--- src/rtl/issue_ctrl_pkg.sv ---
// Shared definitions for the decode-to-execute issue controller: widths, trap codes, FSM encoding.
package issue_ctrl_pkg;

  localparam int unsigned REG_W            = 5;
  localparam int unsigned NUM_REGS         = 32;
  localparam int unsigned CODE_W           = 8;
  localparam int unsigned PERF_W           = 32;
  localparam int unsigned MAX_INFLIGHT_DEF = 3;
  localparam int unsigned CNT_W_DEF        = 2;

  localparam logic [CODE_W-1:0] TRAP_SYSCALL         = 8'd8;
  localparam logic [CODE_W-1:0] TRAP_BAD_INSTRUCTION = 8'd10;

  typedef enum logic [1:0] {
    ISSUE_RUN   = 2'd0,
    ISSUE_DRAIN = 2'd1,
    ISSUE_TRAP  = 2'd2
  } issue_state_e;

endpackage

--- src/rtl/issue_ctrl_scoreboard.sv ---
// Per-register in-flight write counters, total counter, two busy read ports and sticky retire error.
module issue_ctrl_scoreboard
  import issue_ctrl_pkg::*;
#(
  parameter int unsigned MAX_INFLIGHT = MAX_INFLIGHT_DEF,
  parameter int unsigned CNT_W        = CNT_W_DEF
) (
  input  logic             clk,
  input  logic             rst_n,
  input  logic             iss_wr,
  input  logic [REG_W-1:0] iss_rd,
  input  logic             ret,
  input  logic [REG_W-1:0] ret_rd,
  input  logic [REG_W-1:0] rd_a,
  input  logic [REG_W-1:0] rd_b,
  input  logic [REG_W-1:0] chk_rd,
  output logic             busy_a_c,
  output logic             busy_b_c,
  output logic             rd_full_c,
  output logic             total_full_c,
  output logic             drained_c,
  output logic             sb_err
);

  logic [CNT_W-1:0]    cnt [NUM_REGS];
  logic [CNT_W-1:0]    total;
  logic [CNT_W-1:0]    total_next;
  logic [NUM_REGS-1:0] inc_vec;
  logic [NUM_REGS-1:0] dec_vec;
  logic                do_inc;
  logic                do_dec;
  logic                bad_ret;

  // Register 0 is never counted, so cnt[0] stays zero and reads as not busy.
  assign do_inc  = iss_wr && (iss_rd != '0);
  assign do_dec  = ret && (ret_rd != '0) && (cnt[ret_rd] != '0);
  assign bad_ret = ret && (ret_rd != '0) && (cnt[ret_rd] == '0);

  always_comb begin
    inc_vec = '0;
    dec_vec = '0;
    if (do_inc) inc_vec[iss_rd] = 1'b1;
    if (do_dec) dec_vec[ret_rd] = 1'b1;
  end

  always_comb begin
    total_next = total;
    if (do_inc && !do_dec)      total_next = total + CNT_W'(1);
    else if (do_dec && !do_inc) total_next = total - CNT_W'(1);
  end

  always_ff @(posedge clk or negedge rst_n) begin
    if (!rst_n) begin
      for (int r = 0; r < NUM_REGS; r++) cnt[r] <= '0;
      total  <= '0;
      sb_err <= 1'b0;
    end else begin
      for (int r = 0; r < NUM_REGS; r++) begin
        if (inc_vec[r] && !dec_vec[r])      cnt[r] <= cnt[r] + CNT_W'(1);
        else if (dec_vec[r] && !inc_vec[r]) cnt[r] <= cnt[r] - CNT_W'(1);
      end
      total <= total_next;
      if (bad_ret) sb_err <= 1'b1;
    end
  end

  assign busy_a_c     = (cnt[rd_a] != '0);
  assign busy_b_c     = (cnt[rd_b] != '0);
  assign rd_full_c    = (cnt[chk_rd] == CNT_W'(MAX_INFLIGHT));
  assign total_full_c = (total == CNT_W'(MAX_INFLIGHT));
  // Post-update total, so a trap can rise the cycle right after the last retire.
  assign drained_c    = (total_next == '0);

endmodule

--- src/rtl/issue_ctrl.sv ---
// Issue controller: hazard/saturation stalls, redirect squash, drain-then-trap FSM and stall counter.
module issue_ctrl
  import issue_ctrl_pkg::*;
#(
  parameter int unsigned MAX_INFLIGHT = MAX_INFLIGHT_DEF,
  parameter int unsigned CNT_W        = CNT_W_DEF
) (
  input  logic              clk,
  input  logic              rst_n,
  input  logic              dec_valid,
  output logic              dec_ready,
  input  logic [REG_W-1:0]  dec_rs,
  input  logic [REG_W-1:0]  dec_rt,
  input  logic [REG_W-1:0]  dec_rd,
  input  logic              dec_rs_used,
  input  logic              dec_rt_used,
  input  logic              dec_reg_write_en,
  input  logic [CODE_W-1:0] dec_exception,
  output logic              iss_valid,
  input  logic              ex_redirect,
  output logic              flush,
  input  logic              wb_valid,
  input  logic [REG_W-1:0]  wb_rd,
  output logic              trap_valid,
  output logic [CODE_W-1:0] trap_code,
  input  logic              trap_ack,
  output logic [PERF_W-1:0] stall_cycles,
  output logic              sb_err
);

  issue_state_e      state, state_n;
  logic [CODE_W-1:0] trap_code_n;
  logic              trap_valid_n;
  logic              busy_rs, busy_rt, rd_full, total_full, drained;
  logic              hazard, saturated, stall_inc;

  issue_ctrl_scoreboard #(
    .MAX_INFLIGHT (MAX_INFLIGHT),
    .CNT_W        (CNT_W)
  ) u_scoreboard (
    .clk          (clk),
    .rst_n        (rst_n),
    .iss_wr       (iss_valid && dec_reg_write_en),
    .iss_rd       (dec_rd),
    .ret          (wb_valid),
    .ret_rd       (wb_rd),
    .rd_a         (dec_rs),
    .rd_b         (dec_rt),
    .chk_rd       (dec_rd),
    .busy_a_c     (busy_rs),
    .busy_b_c     (busy_rt),
    .rd_full_c    (rd_full),
    .total_full_c (total_full),
    .drained_c    (drained),
    .sb_err       (sb_err)
  );

  assign hazard    = (dec_rs_used && busy_rs) || (dec_rt_used && busy_rt);
  assign saturated = dec_reg_write_en && (rd_full || total_full);

  always_ff @(posedge clk or negedge rst_n) begin
    if (!rst_n) begin
      state      <= ISSUE_RUN;
      trap_code  <= '0;
      trap_valid <= 1'b0;
    end else begin
      state      <= state_n;
      trap_code  <= trap_code_n;
      trap_valid <= trap_valid_n;
    end
  end

  always_comb begin
    state_n      = state;
    trap_code_n  = trap_code;
    trap_valid_n = trap_valid;
    dec_ready    = 1'b0;
    iss_valid    = 1'b0;
    flush        = 1'b0;
    unique case (state)
      ISSUE_RUN: begin
        if (ex_redirect) begin
          flush     = 1'b1;
          dec_ready = 1'b1;
        end else if (dec_valid && (dec_exception != '0)) begin
          dec_ready   = 1'b1;
          trap_code_n = dec_exception;
          if (drained) begin
            state_n      = ISSUE_TRAP;
            trap_valid_n = 1'b1;
          end else begin
            state_n = ISSUE_DRAIN;
          end
        end else begin
          iss_valid = dec_valid && !hazard && !saturated;
          dec_ready = iss_valid;
        end
      end
      ISSUE_DRAIN: begin
        // A redirect proves the excepting instruction was wrong-path.
        if (ex_redirect) begin
          flush       = 1'b1;
          trap_code_n = '0;
          state_n     = ISSUE_RUN;
        end else if (drained) begin
          state_n      = ISSUE_TRAP;
          trap_valid_n = 1'b1;
        end
      end
      ISSUE_TRAP: begin
        if (trap_ack) begin
          trap_valid_n = 1'b0;
          state_n      = ISSUE_RUN;
        end
      end
      default: state_n = ISSUE_RUN;
    endcase
  end

  assign stall_inc = (state == ISSUE_RUN) && dec_valid && !dec_ready && !ex_redirect;

  always_ff @(posedge clk or negedge rst_n) begin
    if (!rst_n)         stall_cycles <= '0;
    else if (stall_inc) stall_cycles <= stall_cycles + PERF_W'(1);
  end

endmodule

--- config.mk ---
export PLATFORM = sky130hd
export DESIGN_NAME = issue_ctrl
export DESIGN_NICKNAME = d
export VERILOG_FILES = /design/src/rtl/issue_ctrl_pkg.sv /design/src/rtl/issue_ctrl_scoreboard.sv /design/src/rtl/issue_ctrl.sv
export SDC_FILE = /design/constraint.sdc
export NUM_CORES = 1
export LEC_CHECK = 0
export CORE_ASPECT_RATIO = 0.5
export CORE_MARGIN = 5
export CORE_UTILIZATION = 63
export CTS_BUF_LIST = sky130_fd_sc_hd__clkbuf_4 sky130_fd_sc_hd__clkbuf_8
export CTS_CLUSTER_DIAMETER = 100
export CTS_CLUSTER_SIZE = 10
export DETAILED_ROUTE_END_ITERATION = 8
export PLACE_DENSITY_LB_ADDON = 0.05
export SYNTH_ARGS = -nofsm -noshare
export SYNTH_HDL_FRONTEND = slang
export SYNTH_HIERARCHICAL = 1
export SYNTH_SLANG_ARGS = --single-unit
export TNS_END_PERCENT = 5
--- constraint.sdc ---
create_clock -name clk -period 12.3 [get_ports clk]
set_clock_uncertainty 0.15 [all_clocks]
set_input_delay 2.46 -clock clk [delete_from_list [all_inputs] [get_ports clk]]
set_output_delay 2.46 -clock clk [all_outputs]
set_load 0.005 [all_outputs]
==> results of run 1 <==
==> where the power goes <==
| group | internal (mW) | switching (mW) | leakage [nW] | total [mW] |
|---|---|---|---|---|
| Combinational | 0.245 | 0.224 | 2.03 | 0.469 |
| Clock | 0.0801 | 0.141 | 0.102 | 0.221 |
| Sequential | 0.477 | 0.181 | 1.45 | 0.658 |
==> how the worst min path moves through the flow <==
stage                                   start             endpoint  slack [ps]  depth (start not counted)
final                        stall_cycles[31]     stall_cycles[31]         330                          1
after global routing         stall_cycles[31]     stall_cycles[31]         360                          1
after CTS                    stall_cycles[31]     stall_cycles[31]         340                          1
after detailed placement     stall_cycles[31]     stall_cycles[31]         310                          1
after global placement       stall_cycles[31]     stall_cycles[31]         310                          1
after floorplan           u_scoreboard/sb_err  u_scoreboard/sb_err         300                          1
==> routing by layer <==
layer  global-route usage (%)  part of all wire (%)  up-vias
li1                         -                     -     2707
met1                     37.5                    45     2816
met2                     42.6                    44      311
met3                     6.31                   8.2       53
met4                     9.21                   2.7        0
met5                        0                     0        -
==> final cells by class <==
class	count	share of cell area [%]
multi-input cells	583	51.4
flip-flops and latches	110	33.6
repair buffers	83	10.0
well taps	145	2.21
clock buffers	9	1.51
clock inverters	7	0.916
inverters	7	0.321
==> state kept, by name (all words and copies together) (netlist names) <==
signal	flops
trap_valid	1
trap_code	8
stall_cycles	32
u_scoreboard/cnt	64
u_scoreboard/sb_err	1
u_scoreboard/total	2
state	2
==> cell usage after synthesis, types with 6 or more instances <==
master / count
mux4_2: 16
nand2_1: 67
o21ai_0: 18
nand3_1: 26
a21oi_1: 18
nor3_2: 6
nor3b_1: 6
dfrtp_1: 110
nor2_1: 99
ha_1: 34
xor2_1: 76
xnor2_1: 53
nor3_1: 37
buf_2: 7
nand3b_1: 9
a22o_1: 8
and3_1: 10
a211oi_1: 30
clkbuf_1: 18
nand4_1: 12
inv_1: 6
==> critical path, cell delays in order <==
cell and delay, ps:
clkdlybuf4s50_1 1150, o21ai_0 290, mux4_2 510, mux4_2 500, o21ai_0 240, and3_1 210, or3_4 150, nor3b_1 280
clkdlybuf4s50_1 560
==> per-stage QoR <==
stage / area (um2) / instances
final: 8190 / 944
after global routing: 8190 / 944
after CTS: 8190 / 944
after detailed placement: 7990 / 928
after global placement: 7990 / 928
after floorplan: 7140 / 730
==> logic make-up after synthesis <==
kind of cell,share of synthesized area (%)
simple gates,22.2
xor+xnor,15.8
flops,38.6
compound gates,8.78
buf+inv,2.44
fa+ha+maj,6.10
mux,6.00
other cells,0.105
==> flow_metrics.env, run 1 <==
export IMPL_outcome="finished clean"
export IMPL_setup_violations=0
export IMPL_rsz0062_at_grt="false"
export IMPL_cts_hold_buf=0
export IMPL_die_x_um=161
export IMPL_grt_pass1_vias=5759
export IMPL_timing_rr_start="u_scoreboard/cnt[62]"
export IMPL_io_pins=82
export IMPL_port_buffers=81
export IMPL_multiInputGateArea_um2=4210
export IMPL_fin_total_pwr_mw=1.35
export IMPL_final_common_cell="dfrtp_1"
export IMPL_drive_gt1_share_pct=8.39
export IMPL_antenna_left=0
export IMPL_netlist_area_um2=7140
export IMPL_num_antenna_cells=0
export IMPL_ir_worst_vdd_mv=0.126
export IMPL_gp_congestion=0.935
export IMPL_vias=5887
export IMPL_synth_area_leaders="dfrtp_1 39%, xor2_1 9.3%, xnor2_1 6.5%, ha_1 6.0%, nor2_1 5.2%"
export IMPL_grt_max_degree=67
export IMPL_synth_area_leader_cell="dfrtp_1"
export IMPL_reg2reg_slack_ps=7820
export IMPL_r2r_cells=13
export IMPL_cap_violations=0
export IMPL_worstPathMaxFanout=38
export IMPL_critPathKind="primary input to output port"
export IMPL_yosysSeqAreaShare_pct=38.6
export IMPL_synth_distinct_cells=62
export IMPL_start_util_pct=64.6
export IMPL_dr_pass1_iters=6
export IMPL_timing_final_ws_setup_ps=3320
export IMPL_async_reset_ff_share_pct=100
export IMPL_die_h_um=85.3
export IMPL_cts_tree="done"
export IMPL_grt_overflow=0
export IMPL_grt_pass1_wl_um=29800
export IMPL_yosys_area_top_type_share_pct=38.6
export IMPL_hold_violations=0
export IMPL_die_area_um2=13700
export IMPL_ys_seq_elements=110
export IMPL_track_usage_pct=27.2
export IMPL_crit_path_start_kind="primary input"
export IMPL_coreArea_um2=11000
export IMPL_worstPathRequired_ps=9690
export IMPL_syn_to_final_growth_pct=14.8
export IMPL_tightest_slew_ps=1030
export IMPL_slew_violations=0
export IMPL_post_cts_resized=0
export IMPL_leakagePower_nw=3.58
export IMPL_reg2reg_to="u_scoreboard/cnt[7]"
export IMPL_crit_start="dec_rd[0]"
export IMPL_nNetsFinal=865
export IMPL_cp_arrival_ps=6370
export IMPL_layout_common_cells="110 x dfrtp_1, 99 x nor2_1, 80 x clkdlybuf4s50_1"
export IMPL_fin_crit_sh_pct=73.0
export IMPL_syn_inst=730
export IMPL_powerDensity_nw_per_um2=164
export IMPL_clockRootBuffer="clkbuf_8"
export IMPL_drc=0
export IMPL_drt_iter0_drc=658
export IMPL_hold_slack_ps=329
export IMPL_hp_class="register to register"
export IMPL_cts_htree_levels=3
export IMPL_clk_latency_ps=390
export IMPL_regArea_um2=2750
export IMPL_fin_util_pct=74.2
export IMPL_cts_clk_slew_worst_paths_ps=120
export IMPL_cp_endpoint="dec_ready"
export IMPL_n_fill_cell=834
export IMPL_cts_made_buffers=9
export IMPL_slew_headroom_pct=30.8
export IMPL_syn_nets=801
export IMPL_yosys_most_used_dff="dfrtp_1"
export IMPL_fin_tns_setup_ps=0
export IMPL_period_minus_slack_ps=8980
export IMPL_post_place_ws_ps=3390
export IMPL_wl_per_cell_um=19.3
export IMPL_clk_path_buf_depth=2
export IMPL_rows=27
export IMPL_finalWirelength_um=18200
export IMPL_synth_edf_count=0
export IMPL_avgSynthCellArea_um2=9.78
export IMPL_viasPerCell=6.24
export IMPL_cts_sinks=110
export IMPL_antenna_found_initial=0
export IMPL_fmax_mhz=111
export IMPL_postCtsSetupBuffers=0
export IMPL_dp_hpwl_um=13800
export IMPL_synth_warnings=6
export IMPL_critPathCaptureType="output port"
Power figures use the tool's default switching activity.
==> run 2, diff against run 1 <==
CORE_UTILIZATION = 59   (was 63)
clock period = 8.56 ns   (was 12.3 ns; I/O delays follow)
==> run 2 against run 1 <==
Worst setup slack lost 2200 ps. Register-to-register slack lost 3600 ps. Final area grew 0.34%. Via count shrank 0.58%. Utilization shrank 4.7 points. Non-clock buffer count is the same. Flip-flop and latch count is the same. Count of clock-buffer cells in the layout is the same. Sequential share of layout area shrank 0.11 points. Die area grew 6.2%. Hold slack gained 9.7 ps. Sequential power grew 44%. Critical path type unchanged. Largest cell class unchanged.
==> flow_metrics.env, run 2 (synthesized netlist as in run 1, its figures left out) <==
export IMPL_r2r_cells=14
export IMPL_worst_path_buf_inv=2
export IMPL_final_common_cell="dfrtp_1"
export IMPL_clk_path_buf_depth=2
export IMPL_cp_arrival_ps=5620
export IMPL_cap_violations=0
export IMPL_regMostFlops="u_scoreboard/cnt"
export IMPL_tightest_slew_ps=1040
export IMPL_port_buffers=81
export IMPL_placed_cell_area_um2=8020
export IMPL_fin_tns_setup_ps=0
export IMPL_slew_violations=0
export IMPL_fin_crit_sh_pct=87.4
export IMPL_reg2reg_slack_ps=4210
export IMPL_critPathCaptureType="output port"
export IMPL_crit_chain="clkdlybuf4s50_1 -> o21ai_0 -> mux4_2 -> mux4_2 -> o21ai_0 -> and3_1 -> or3_4 -> nor3b_1 -> clkdlybuf4s50_1"
export IMPL_io_pins=82
export IMPL_hp_class="register to register"
export IMPL_max_stage_delay_ps=1160
export IMPL_holdPathEnd="stall_cycles[31]"
export IMPL_nNetsFinal=865
export IMPL_start_util_pct=60.3
export IMPL_grt_pass1_wl_um=30000
export IMPL_worstPathRequired_ps=6700
export IMPL_hold_violations=0
export IMPL_grt_overflow=0
export IMPL_crit_start="dec_rd[0]"
export IMPL_final_design_area_no_fill_um2=8220
export IMPL_gp_congestion=0.952
export IMPL_drt_iter0_drc=565
export IMPL_outcome="finished clean"
export IMPL_layout_common_cells="110 x dfrtp_1, 99 x nor2_1, 80 x clkdlybuf4s50_1"
export IMPL_cts_htree_levels=3
export IMPL_timing_final_ws_setup_ps=1080
export IMPL_num_antenna_cells=0
export IMPL_reg_largest_list="u_scoreboard/cnt x64, stall_cycles x32, trap_code x8"
export IMPL_vias=5853
export IMPL_die_x_um=166
export IMPL_cts_hold_buf=0
export IMPL_rows=28
export IMPL_period_minus_slack_ps=7480
export IMPL_cts_clk_slew_worst_paths_ps=120
export IMPL_worstPathMaxFanout=38
export IMPL_syn_to_final_growth_pct=15.2
export IMPL_timing_rr_start="u_scoreboard/cnt[26]"
export IMPL_dp_hpwl_um=14400
export IMPL_powerDensity_nw_per_um2=237
export IMPL_hold_slack_ps=339
export IMPL_grt_pass1_vias=5660
export IMPL_crit_path_start_kind="primary input"
export IMPL_fmax_mhz=134
export IMPL_postCtsSetupBuffers=0
export IMPL_clk_latency_ps=390
export IMPL_post_cts_resized=0
export IMPL_die_h_um=87.8
export IMPL_cts_sinks=110
export IMPL_clockRootBuffer="clkbuf_8"
export IMPL_reg2reg_to="u_scoreboard/cnt[39]"
export IMPL_die_area_um2=14500
export IMPL_post_place_ws_ps=1120
export IMPL_ir_worst_vdd_mv=0.176
export IMPL_coreArea_um2=11800
export IMPL_largest_reg_flops=64
export IMPL_setup_violations=0
export IMPL_wl_per_cell_um=19.6
export IMPL_track_usage_pct=26.7
export IMPL_leakagePower_nw=3.58
export IMPL_finalWirelength_um=18900
export IMPL_crit_slowest_cell="clkdlybuf4s50_1"
export IMPL_rsz0062_at_grt="false"
export IMPL_dr_pass1_iters=6
export IMPL_critPathKind="primary input to output port"
export IMPL_slew_headroom_pct=30.3
export IMPL_path_delay_family="buffers and inverters"
export IMPL_cts_made_buffers=9
export IMPL_grt_max_degree=65
export IMPL_drive_gt1_share_pct=8.39
export IMPL_antenna_left=0
export IMPL_cts_tree="done"
export IMPL_antenna_found_initial=0
export IMPL_drc=0
export IMPL_viasPerCell=6.07
export IMPL_hold_depth=1
export IMPL_hold_start="stall_cycles[31]"
-- run 2: cell count changes in the layout (fill, tap and decap cells not counted) --
cell,previous run,this run
inv_6,2,1
inv_8,1,2
-- run 2: how the worst max path moves through the flow --
stage	endpoint	cells past startpoint
2_1_floorplan	dec_ready	8
4_1_cts	dec_ready	9
3_3_place_gp	dec_ready	9
6_report	dec_ready	9
5_1_grt	dec_ready	9
3_5_place_dp	dec_ready	9
-- run 2: cell type report --
type / count / area [um2]
Clock buffer: 9 / 124
Clock inverter: 7 / 77.6
Tap cell: 165 / 206
Inverter: 7 / 26.3
Timing Repair Buffer: 83 / 823
Sequential cell: 110 / 2750
Multi-Input combinational cell: 583 / 4210
Fill cell: 959 / 3620
-- run 2: power by group --
part,switching [mW],internal [mW]
Combinational,0.328,0.352
Sequential,0.264,0.685
Clock,0.203,0.116
-- run 2: through the flow --
step	std cells	util, %	total power [mW]
after global routing	964	69.4	2.07
after detailed placement	948	67.7	1.62
after floorplan	730	-	1.35
after global placement	948	67.7	1.59
final	964	69.4	1.95
after CTS	964	69.4	1.94
-- run 2: worst register-to-register path, delay by kind of cell, from the launching register on --
kind	cells	cell delay, ps
xor gates and xnor gates	1	180
DFF	1	470
AOI/OAI and AO/OA	4	750
adders and majority gates	1	270
muxes	1	480
and+or+nand+nor	7	1980
-- run 2: routing by layer --
metal | vias to the layer above | global-route usage [%] | part of all wire, %
li1 | 2710 | - | -
met1 | 2844 | 38.2 | 44
met2 | 259 | 41.5 | 45
met3 | 40 | 6.35 | 9.4
met4 | 0 | 6.89 | 1.8
met5 | - | 0 | 0
==> run 3, diff against run 2 <==
SKIP_LAST_GASP = 1   (was default)
==> results of run 3 <==
The final DEF is identical to that of run 2; final timing and power are the same.
